<file path="config.mk">
export PLATFORM = sky130hd
export DESIGN_NAME = st506_seek_engine
export DESIGN_NICKNAME = d
export VERILOG_FILES = /design/src/rtl/st506_seek_engine.sv
export SDC_FILE = /design/constraint.sdc
export NUM_CORES = 1
export LEC_CHECK = 0
export CORE_MARGIN = 4
export CORE_UTILIZATION = 30
export CTS_CLUSTER_DIAMETER = 60
export DETAILED_ROUTE_END_ITERATION = 8
export PLACE_DENSITY_LB_ADDON = 0.25
export SKIP_CTS_REPAIR_TIMING = 1
export SLEW_MARGIN = 20
export SYNTH_ARGS = -nofsm -noshare
export SYNTH_HDL_FRONTEND = slang
export SYNTH_SLANG_ARGS = --single-unit
</file>
<file path="constraint.sdc">
create_clock -name clk -period 5.54 [get_ports clk]
set_clock_uncertainty 0.15 [all_clocks]
set_input_delay 1.108 -clock clk [delete_from_list [all_inputs] [get_ports clk]]
set_output_delay 1.108 -clock clk [all_outputs]
set_load 0.02 [all_outputs]
</file>
<file path="src/rtl/st506_seek_engine.sv">
// st506_seek_engine: ST-506/ESDI seek and recalibrate step sequencer with settle, timeout and fault handling
module st506_seek_engine #(
   parameter int CYL_W       = 11,
   parameter int CNT_W       = 24,
   parameter int MAX_CYL     = 1023,
   parameter int SETUP_CYC   = 300,
   parameter int HOLD_CYC    = 300,
   parameter int SC_BLANK    = 600,
   parameter int RECAL_LIMIT = 2047
) (
   input  logic             clk,
   input  logic             reset,
   input  logic             cmd_valid,
   output logic             cmd_ready,
   input  logic             cmd_recal,
   input  logic [CYL_W-1:0] cmd_cyl,
   input  logic             buffered_mode,
   input  logic [15:0]      step_width,
   input  logic [CNT_W-1:0] step_period,
   input  logic [CNT_W-1:0] settle_timeout,
   input  logic             seek_complete,
   input  logic             at_track00,
   input  logic             drive_fault,
   output logic             step_pulse,
   output logic             step_direction,
   output logic [CYL_W-1:0] cur_cyl,
   output logic             cal_valid,
   output logic             busy,
   output logic             done,
   output logic [2:0]       err_code
);
   typedef enum logic [2:0] {IDLE, CALC, SETUP, PULSE, HOLD, GAP, SETTLE, DONE} state_t;
   state_t state_q, state_d;
   logic [CYL_W-1:0] cur_q, cur_d, tgt_q, tgt_d, left_q, left_d;
   logic [CNT_W-1:0] cnt_q, cnt_d, cnt_inc, period_q, period_d, tmo_q, tmo_d;
   logic [15:0] width_q, width_d;
   logic recal_q, recal_d, buf_q, buf_d, dir_q, dir_d, cal_q, cal_d;
   logic [2:0] err_q, err_d;
   logic accept;
   // state and datapath registers
   always_ff @(posedge clk) begin
      if (reset) begin
         state_q  <= IDLE;
         cur_q    <= '0;
         tgt_q    <= '0;
         left_q   <= '0;
         cnt_q    <= '0;
         period_q <= '0;
         tmo_q    <= '0;
         width_q  <= '0;
         recal_q  <= 1'b0;
         buf_q    <= 1'b0;
         dir_q    <= 1'b0;
         cal_q    <= 1'b0;
         err_q    <= '0;
      end else begin
         state_q  <= state_d;
         cur_q    <= cur_d;
         tgt_q    <= tgt_d;
         left_q   <= left_d;
         cnt_q    <= cnt_d;
         period_q <= period_d;
         tmo_q    <= tmo_d;
         width_q  <= width_d;
         recal_q  <= recal_d;
         buf_q    <= buf_d;
         dir_q    <= dir_d;
         cal_q    <= cal_d;
         err_q    <= err_d;
      end
   end
   // next-state logic; the phase counter restarts on every state change
   always_comb begin
      state_d  = state_q;
      cur_d    = cur_q;
      tgt_d    = tgt_q;
      left_d   = left_q;
      period_d = period_q;
      tmo_d    = tmo_q;
      width_d  = width_q;
      recal_d  = recal_q;
      buf_d    = buf_q;
      dir_d    = dir_q;
      cal_d    = cal_q;
      err_d    = err_q;
      cnt_inc  = cnt_q + CNT_W'(1);
      accept   = cmd_valid && (state_q == IDLE || state_q == DONE);
      if (drive_fault && state_q != IDLE && state_q != DONE) begin
         state_d = DONE;
         err_d   = 3'd3;
         cal_d   = 1'b0;
      end else begin
         case (state_q)
            IDLE, DONE: begin
               state_d = accept ? CALC : IDLE;
               if (accept) begin
                  recal_d  = cmd_recal;
                  tgt_d    = cmd_cyl;
                  buf_d    = buffered_mode;
                  width_d  = step_width;
                  period_d = step_period;
                  tmo_d    = settle_timeout;
                  err_d    = 3'd0;
               end
            end
            CALC: begin
               if (recal_q) begin
                  dir_d   = 1'b0;
                  left_d  = CYL_W'(RECAL_LIMIT);
                  state_d = at_track00 ? SETTLE : SETUP;
               end else if (!cal_q) begin
                  state_d = DONE;
                  err_d   = 3'd5;
               end else if (int'(tgt_q) > MAX_CYL) begin
                  state_d = DONE;
                  err_d   = 3'd4;
               end else if (tgt_q == cur_q) begin
                  state_d = DONE;
               end else begin
                  dir_d   = tgt_q > cur_q;
                  left_d  = (tgt_q > cur_q) ? tgt_q - cur_q : cur_q - tgt_q;
                  state_d = SETUP;
               end
            end
            SETUP: state_d = (cnt_inc >= CNT_W'(SETUP_CYC)) ? PULSE : SETUP;
            PULSE: begin
               if (cnt_inc >= CNT_W'(width_q)) begin
                  state_d = HOLD;
                  left_d  = left_q - CYL_W'(1);
                  cur_d   = recal_q ? cur_q : dir_q ? cur_q + CYL_W'(1) : cur_q - CYL_W'(1);
               end
            end
            HOLD: begin
               if (cnt_inc >= CNT_W'(HOLD_CYC))
                  state_d = (!recal_q && buf_q && left_q != '0) ? GAP : SETTLE;
            end
            GAP: state_d = (cnt_inc >= period_q) ? SETUP : GAP;
            SETTLE: begin
               if (seek_complete && cnt_q >= CNT_W'(SC_BLANK)) begin
                  if (recal_q && at_track00) begin
                     state_d = DONE;
                     cur_d   = '0;
                     cal_d   = 1'b1;
                  end else if (recal_q && left_q == '0) begin
                     state_d = DONE;
                     err_d   = 3'd2;
                     cal_d   = 1'b0;
                  end else begin
                     state_d = (recal_q || left_q != '0) ? SETUP : DONE;
                  end
               end else if (cnt_inc >= tmo_q) begin
                  state_d = DONE;
                  err_d   = 3'd1;
                  cal_d   = 1'b0;
               end
            end
            default: state_d = IDLE;
         endcase
      end
      cnt_d = (state_d != state_q) ? '0 : cnt_inc;
   end
   // outputs decoded from the registered state
   always_comb begin
      busy           = state_q != IDLE && state_q != DONE;
      cmd_ready      = ~busy;
      done           = state_q == DONE;
      step_pulse     = state_q == PULSE;
      step_direction = dir_q;
      cur_cyl        = cur_q;
      cal_valid      = cal_q;
      err_code       = err_q;
   end
endmodule

</file>
==> run metrics, run 1 <==
total number of H-tree levels=4; number of buffers on the longest clock path=2; sequential fraction of the synthesis area=0.297; number of vias per cell=4.90; run status=finished clean; cells traversed along the worst timing path=ha_1 -> nand4_4 -> nor4_1 -> xor2_1 -> ha_1 -> a21o_1 -> a21o_1 -> a21o_1 -> a21oi_1 -> o311ai_0 -> a31oi_1 -> o2111ai_1 -> o211a_1 -> o21ai_2 -> buf_4 -> nor2b_1; Max stage delay on crit path=0.53 ns; VDD IR-drop max=between 0.2 and 0.3 mV; Syn Inst Count=approximately 1200; clock-pin slew of the registers on the worst-case setup and hold paths=approximately 0.06 ns; Leak=0.00425 uW; Most common cell on crit path=a21o_1; dominant cells by area after synthesis=dfxtp_1, ha_1, nand2_1; all-layer global routing usage=0.149; number of design-rule violations left by the first detailed-router iteration=342; number of global-route vias before repair=7705; Top Family by Delay on Critical Path=compound AO/OA/AOI/OAI gates; Synth Flop Type=dfxtp_1; number of diodes added for antenna fixing=0; final net count=1425; critical path arrival=5.12 ns; Hold Vio Cnt, Final=0; final weighted congestion in routability-driven placement=approximately 0.85; synthesized area divided by synthesized cell count=7.55 um2; height of the chip=180 um; area of the die=between 0.03 and 0.04 mm2; slowest stage cell on the critical path=nor4_1; maximum number of pins on one net before global-route repair=slightly below 80; Crit. End Element=flip-flop; average wire per cell in the routed design=15.1 um; most frequent cell after synthesis=nand2_1; area of the core region=between 0.02 and 0.03 mm2; pwr dens=between 500 and 600 mW/mm2; maximum fanout along the worst path=24; number of distinct library cell variants in the gate-level netlist after synthesis=75; Die Span X=180 um; post-route fraction of the period consumed by the critical path=0.897; Setup-failing EPs final=0; type of the tightest min-delay check=flip-flop to flip-flop; clock network latency to the later pin of the worst-skew pair=between 0.4 and 0.5 ns; top-area cell type share of the netlist area=0.297; fill cell count=about 3000; number of standard-cell rows in the floorplan=62; Inserted Clock Buffers=17; antenna violations before repair=0; hold slack=0.303 ns; max-cap violation count=0; Final Critical Period=4.97 ns; first-pass iteration count of the detailed router=5; number of synthesized register bits=roughly 130; number of flops mapped to enable cells by yosys=0; boundary pin count=103; GR Overflow Total=0; synthesized netlist net count=1349; startpoint type of the worst setup path=flip-flop; number of remaining DRC errors=0; CTS Root Cell=clkbuf_16; first-pass GRT wire length=40200 um; Synth async-reset ratio=0; routed vias=8050; cell area after synthesis=0.00884 mm2; max-slew violations=0; layout overhead on the synthesized area=22.5%; CTS sink count=131; share of final-layout standard cells stronger than drive strength 1=0.0548; Slew HR=0.316; DPL Wire Length=18500 um; total detailed-routing wirelength=24800 um; initial standard-cell utilization of the core=0.306; slew at the pin closest to its max-slew limit=~1.0 ns; setup repair after global routing missed its margin=no; combined buffer and inverter count along the critical path=1; Synth area leader=dfxtp_1; type of the worst setup path=flip-flop to flip-flop; data required time at the worst endpoint=5.69 ns; TNS Setup=0 ns; number of warnings issued by yosys=0; count of buffers inserted at the top-level ports=102; TritonCTS clock tree=built; ANT nets after route=0; total design power=5550 uW; Commonest cells post-synth=nand2_1, a21oi_1, dfxtp_1; Highest Clock Rate=201 MHz
sequential cells by signal (all words and copies together) (netlist names), 3 cells and up:
name and flops:
err_code 3, width_q 16, period_q 24, tgt_q 11
cnt_q 24, cur_cyl 11, state_q 3, left_q 11
tmo_q 24
path summary, 6_finish.rpt:
path	startpoint	endpoint	slack [ns]	cells past startpoint
min reg2reg	period_q[9]	period_q[9]	0.30	2
max reg2reg	cnt_q[0]	cnt_q[16]	0.57	16
min	period_q[9]	period_q[9]	0.30	2
max	cnt_q[0]	cnt_q[16]	0.57	16
final cells by class:
| type | instances | area [um2] | area share |
|---|---|---|---|
| Inverter | 110 | 413 | 0.0381 |
| Clock inverter | 11 | 175 | 0.0162 |
| Timing Repair Buffer | 113 | 1100 | 0.102 |
| Clock buffer | 21 | 460 | 0.0425 |
| Tap cell | 384 | 480 | 0.0444 |
| Sequential cell | 131 | 2620 | 0.242 |
| Multi-Input combinational cell | 874 | 5580 | 0.515 |
placed cells by master (no fill, tap or decap), types with 7 or more instances in the layout:
master | synthesis | final
nand2b_1 | 8 | 8
inv_1 | 109 | 109
o21ai_0 | 45 | 45
nor3_1 | 19 | 19
a31oi_1 | 9 | 9
nor2b_1 | 32 | 32
clkdlybuf4s50_1 | 0 | 101
a21o_1 | 22 | 22
buf_4 | 1 | 12
nand4_1 | 14 | 14
nand3_1 | 25 | 25
dfxtp_1 | 131 | 131
a21oi_1 | 142 | 142
clkbuf_16 | 0 | 17
or2_2 | 8 | 8
ha_1 | 92 | 92
mux2i_1 | 7 | 7
xor2_1 | 13 | 13
nand2_1 | 219 | 218
xnor2_1 | 29 | 29
and3_1 | 7 | 7
or3_1 | 13 | 13
a211oi_1 | 10 | 10
nor2_1 | 53 | 53
power breakdown:
| group | leakage [uW] | total [uW] | internal, uW | switching [uW] |
|---|---|---|---|---|
| registers | 0.00107 | 1320 | 1130 | 190 |
| logic | 0.00288 | 3000 | 1290 | 1710 |
| clock network | 0.000304 | 1230 | 781 | 453 |
routing by layer:
metal | up-vias | global-route usage | share of wire
met2 | 152 | 0.231 | 0.44
met3 | 23 | 0.0273 | 0.034
met4 | 0 | 0.0427 | 0.014
met1 | 3697 | 0.213 | 0.51
met5 | - | 0 | 0
li1 | 4178 | - | -
cell families after synthesis:
group	count (synthesis)	share of synthesized area
DFF	131	0.297
adders and majority gates	95	0.137
buffers and inverters	166	0.0729
and+or+nand+nor	436	0.238
xor gates and xnor gates	44	0.0468
muxes	10	0.0117
AOI/OAI and AO/OA	289	0.197
stage by stage:
stage | instance area, um2 | util | instances | setup WS (ns)
finish | 10800 | 0.375 | 1644 | 0.570
global route | 10800 | 0.375 | 1644 | 0.264
CTS | 10800 | 0.375 | 1644 | 0.586
detailed placement | 10200 | 0.353 | 1612 | 0.632
global placement | 10200 | 0.353 | 1612 | 0.827
floorplan | 8840 | - | 1171 | 1.34
worst min-delay path: stages, from the launching register on:
cell and delay, ns:
dfxtp_1 0.31, nand2_1 0.05, a21oi_1 0.05
No activity file was read; power rests on OpenSTA's default activity.
==> run 2, diff against run 1 <==
Settings changed: ABC_AREA set to 1, PLACE_DENSITY_LB_ADDON 0.25 to not set.
==> run 2 against run 1 <==
Wire length is 1.2% higher. Cell area up 0.81%. Setup slack gained 1.0 ns. Sequential power barely moved. Combinational power is 8.7% lower. Sequential share of layout area shrank 0.19 points. Non-clock buffer count down 5. Critical path depth rose by 3. Critical path type unchanged.
==> run metrics, run 2 <==
cells traversed along the worst timing path=ha_1 -> nand3_1 -> nor2_2 -> nand4_1 -> nand2_1 -> inv_1 -> ha_1 -> nand2_1 -> nor2_1 -> nand3_1 -> nor2_1 -> nand2_1 -> nand2_2 -> inv_2 -> a31oi_1 -> nand2_1 -> nor2_1 -> nand2_1 -> a21oi_1; final weighted congestion in routability-driven placement=just over 0.9; type of the tightest min-delay check=flip-flop to flip-flop; Commonest cells post-synth=nand2_1, inv_1, a21oi_1; number of remaining DRC errors=0; cell total after placement=1768; Cell Area, Placed=0.0103 mm2; commonest cells after routing, fill and taps aside=nand2_1, inv_1, a21oi_1; number of buffers on the longest clock path=2; combined buffer and inverter count along the critical path=2; layout overhead on the synthesized area=21.9%; cell area after layout=0.0109 mm2; Max stage delay on crit path=roughly 0.5 ns; area of the core region=0.0291 mm2; startpoint type of the worst setup path=flip-flop; Leak=0.00478 uW; VDD IR-drop max=0.275 mV; startpoint of the tightest hold check path=err_code[2]; all-layer global routing usage=0.152; worst-case register-to-register setup slack=1.57 ns; proportion of synthesized area in mux cells=0; TritonCTS clock tree=built; DPL Wire Length=about 20000 um; routed vias=8568; synthesized area divided by synthesized cell count=6.80 um2; slowest stage cell on the critical path=nand2_1; area of the die=0.0327 mm2; fraction of the mapped netlist area in simple logic gates=0.260; Post-Synth Adder-Cell Area=0.135; hold-critical path depth=2; max-cap violation count=0; top-area cell type share of the netlist area=0.293; number of standard-cell rows in the floorplan=62; end of the worst register-to-register path=cur_cyl[9]; compound-cell area share of the yosys netlist=0.188; first-pass GRT wire length=41200 um; antenna violations before repair=0; Hold Vio Cnt, Final=0; count of buffers inserted at the top-level ports=102; critical path arrival=4.18 ns; cell area after synthesis=around 0.0090 mm2; number of warnings issued by yosys=0; TNS Setup=0 ns; initial standard-cell utilization of the core=0.308; most frequent cell after synthesis=nand2_1; height of the chip=181 um; Final Critical Period=about 4.0 ns; ANT nets after route=0; type of the worst setup path=flip-flop to flip-flop; pwr dens=476 mW/mm2; Most common cell on crit path=nand2_1; average wire per cell in the routed design=approximately 14 um; maximum number of pins on one net before global-route repair=63; Slew HR=0.461; sequential fraction of the synthesis area=0.293; total detailed-routing wirelength=between 20000 and 30000 um; number of flops mapped to enable cells by yosys=0; Syn Inst Count=1316; run status=finished clean; dominant cells by area after synthesis=dfxtp_1, ha_1, nand2_1; Synth async-reset ratio=0; fill cell count=3087; Die Span X=181 um; Highest Clock Rate=252 MHz; GR Overflow Total=0; total number of H-tree levels=4; largest family of logic cells by synthesized area=simple AND/OR/NAND/NOR gates; Synth area leader=dfxtp_1; Top Family by Delay on Critical Path=simple AND/OR/NAND/NOR gates; number of diodes added for antenna fixing=0; number of vias per cell=between 4 and 5; number of global-route vias before repair=8176; post-route fraction of the period consumed by the critical path=0.716; reg2reg path depth=19; CTS Root Cell=clkbuf_16; utilization after layout=0.375; slew at the pin closest to its max-slew limit=0.805 ns; share of final-layout standard cells stronger than drive strength 1=0.0650; number of cells in the finished layout apart from fillers=1800; final net count=1581; parity-gate share of the synthesized area counting xor and xnor cells=0.0214; Inserted Clock Buffers=17; most common cell after layout, fill and taps aside=nand2_1; number of synthesized register bits=131; Crit. End Element=flip-flop; setup repair after global routing missed its margin=no; largest registers ranked by flip-flop count=cnt_q (24), period_q (24), tmo_q (24); data required time at the worst endpoint=5.75 ns; clock network latency to the later pin of the worst-skew pair=0.42 ns; boundary pin count=103; Setup-failing EPs final=0; clock-pin slew of the registers on the worst-case setup and hold paths=0.06 ns; synthesized netlist net count=1494; number of design-rule violations left by the first detailed-router iteration=397; first-pass iteration count of the detailed router=5; critical register-to-register path startpoint=cnt_q[0]; maximum fanout along the worst path=20; CTS sink count=131; max-slew violations=0; number of distinct library cell variants in the gate-level netlist after synthesis=47; Synth Flop Type=dfxtp_1; Hold Crit Endpoint=err_code[2]
==> run 2: cell count changes after synthesis, sizes merged, moves of 14 or more <==
cell | previous run | this run
a21o | 22 | 8
inv | 109 | 196
nand2 | 219 | 252
nand3 | 25 | 65
nor2 | 53 | 161
nor2b | 32 | 0
o21ai | 48 | 120
xnor2 | 29 | 8
==> run 2: area by class of cell <==
class / instances / area (um2) / area share
multi-input combinational: 949 / 5420 / 0.497
sequential: 131 / 2620 / 0.240
timing repair buffer: 108 / 1070 / 0.0976
inverter: 196 / 738 / 0.0676
tap: 384 / 480 / 0.0440
clock buffer: 21 / 460 / 0.0422
clock inverter: 11 / 129 / 0.0118
==> run 2: how the worst max path moves through the flow <==
stage | from | slack (ns) | to | cells after the start
2_1_floorplan | cnt_q[0] | 2.35 | cnt_q[4] | 21
5_1_grt | cnt_q[0] | 1.11 | cnt_q[3] | 21
3_3_place_gp | cnt_q[0] | 1.67 | cnt_q[2] | 23
6_report | cnt_q[0] | 1.57 | cur_cyl[9] | 19
4_1_cts | cnt_q[0] | 1.54 | cnt_q[11] | 19
3_5_place_dp | cnt_q[0] | 1.56 | cur_cyl[10] | 19
==> run 2: power by group <==
part           switching [uW]  total (uW)  internal [uW]
combinational            1780        2740            962
sequential                126        1320           1200
clock                     439        1130            689
total                    2340        5190           2850
==> run 2: worst min-delay path, stage by stage, from the launching register on <==
cell and delay (ns):
dfxtp_1 0.31, nand2_1 0.06, a21oi_1 0.05
==> run 2: kinds of logic (layout without fill, tap and decap cells) <==
kind of cell,count (synthesis),after routing
AO/OA/AOI/OAI,312,312
adder cells (fa/ha/maj),95,95
buffers and inverters,236,336
flip-flops,131,131
XOR/XNOR,21,21
AND/OR/NAND/NOR,521,521
==> run 2: metal layers <==
metal	wire, um	vias up	GRT usage
met5	0	-	0
met4	569	0	0.0487
met3	975	34	0.0284
met2	11400	181	0.247
met1	12200	3867	0.205
li1	-	4486	-
==> run 2: per-stage QoR <==
step                      power, uW  hold WS (ns)  setup slack [ns]
after floorplan                3370         0.285              2.35
after global placement         4000         0.300              1.67
after detailed placement       4040         0.305              1.56
after CTS                      5210         0.313              1.54
after global routing           5680         0.331              1.11
final                          5190         0.310              1.57
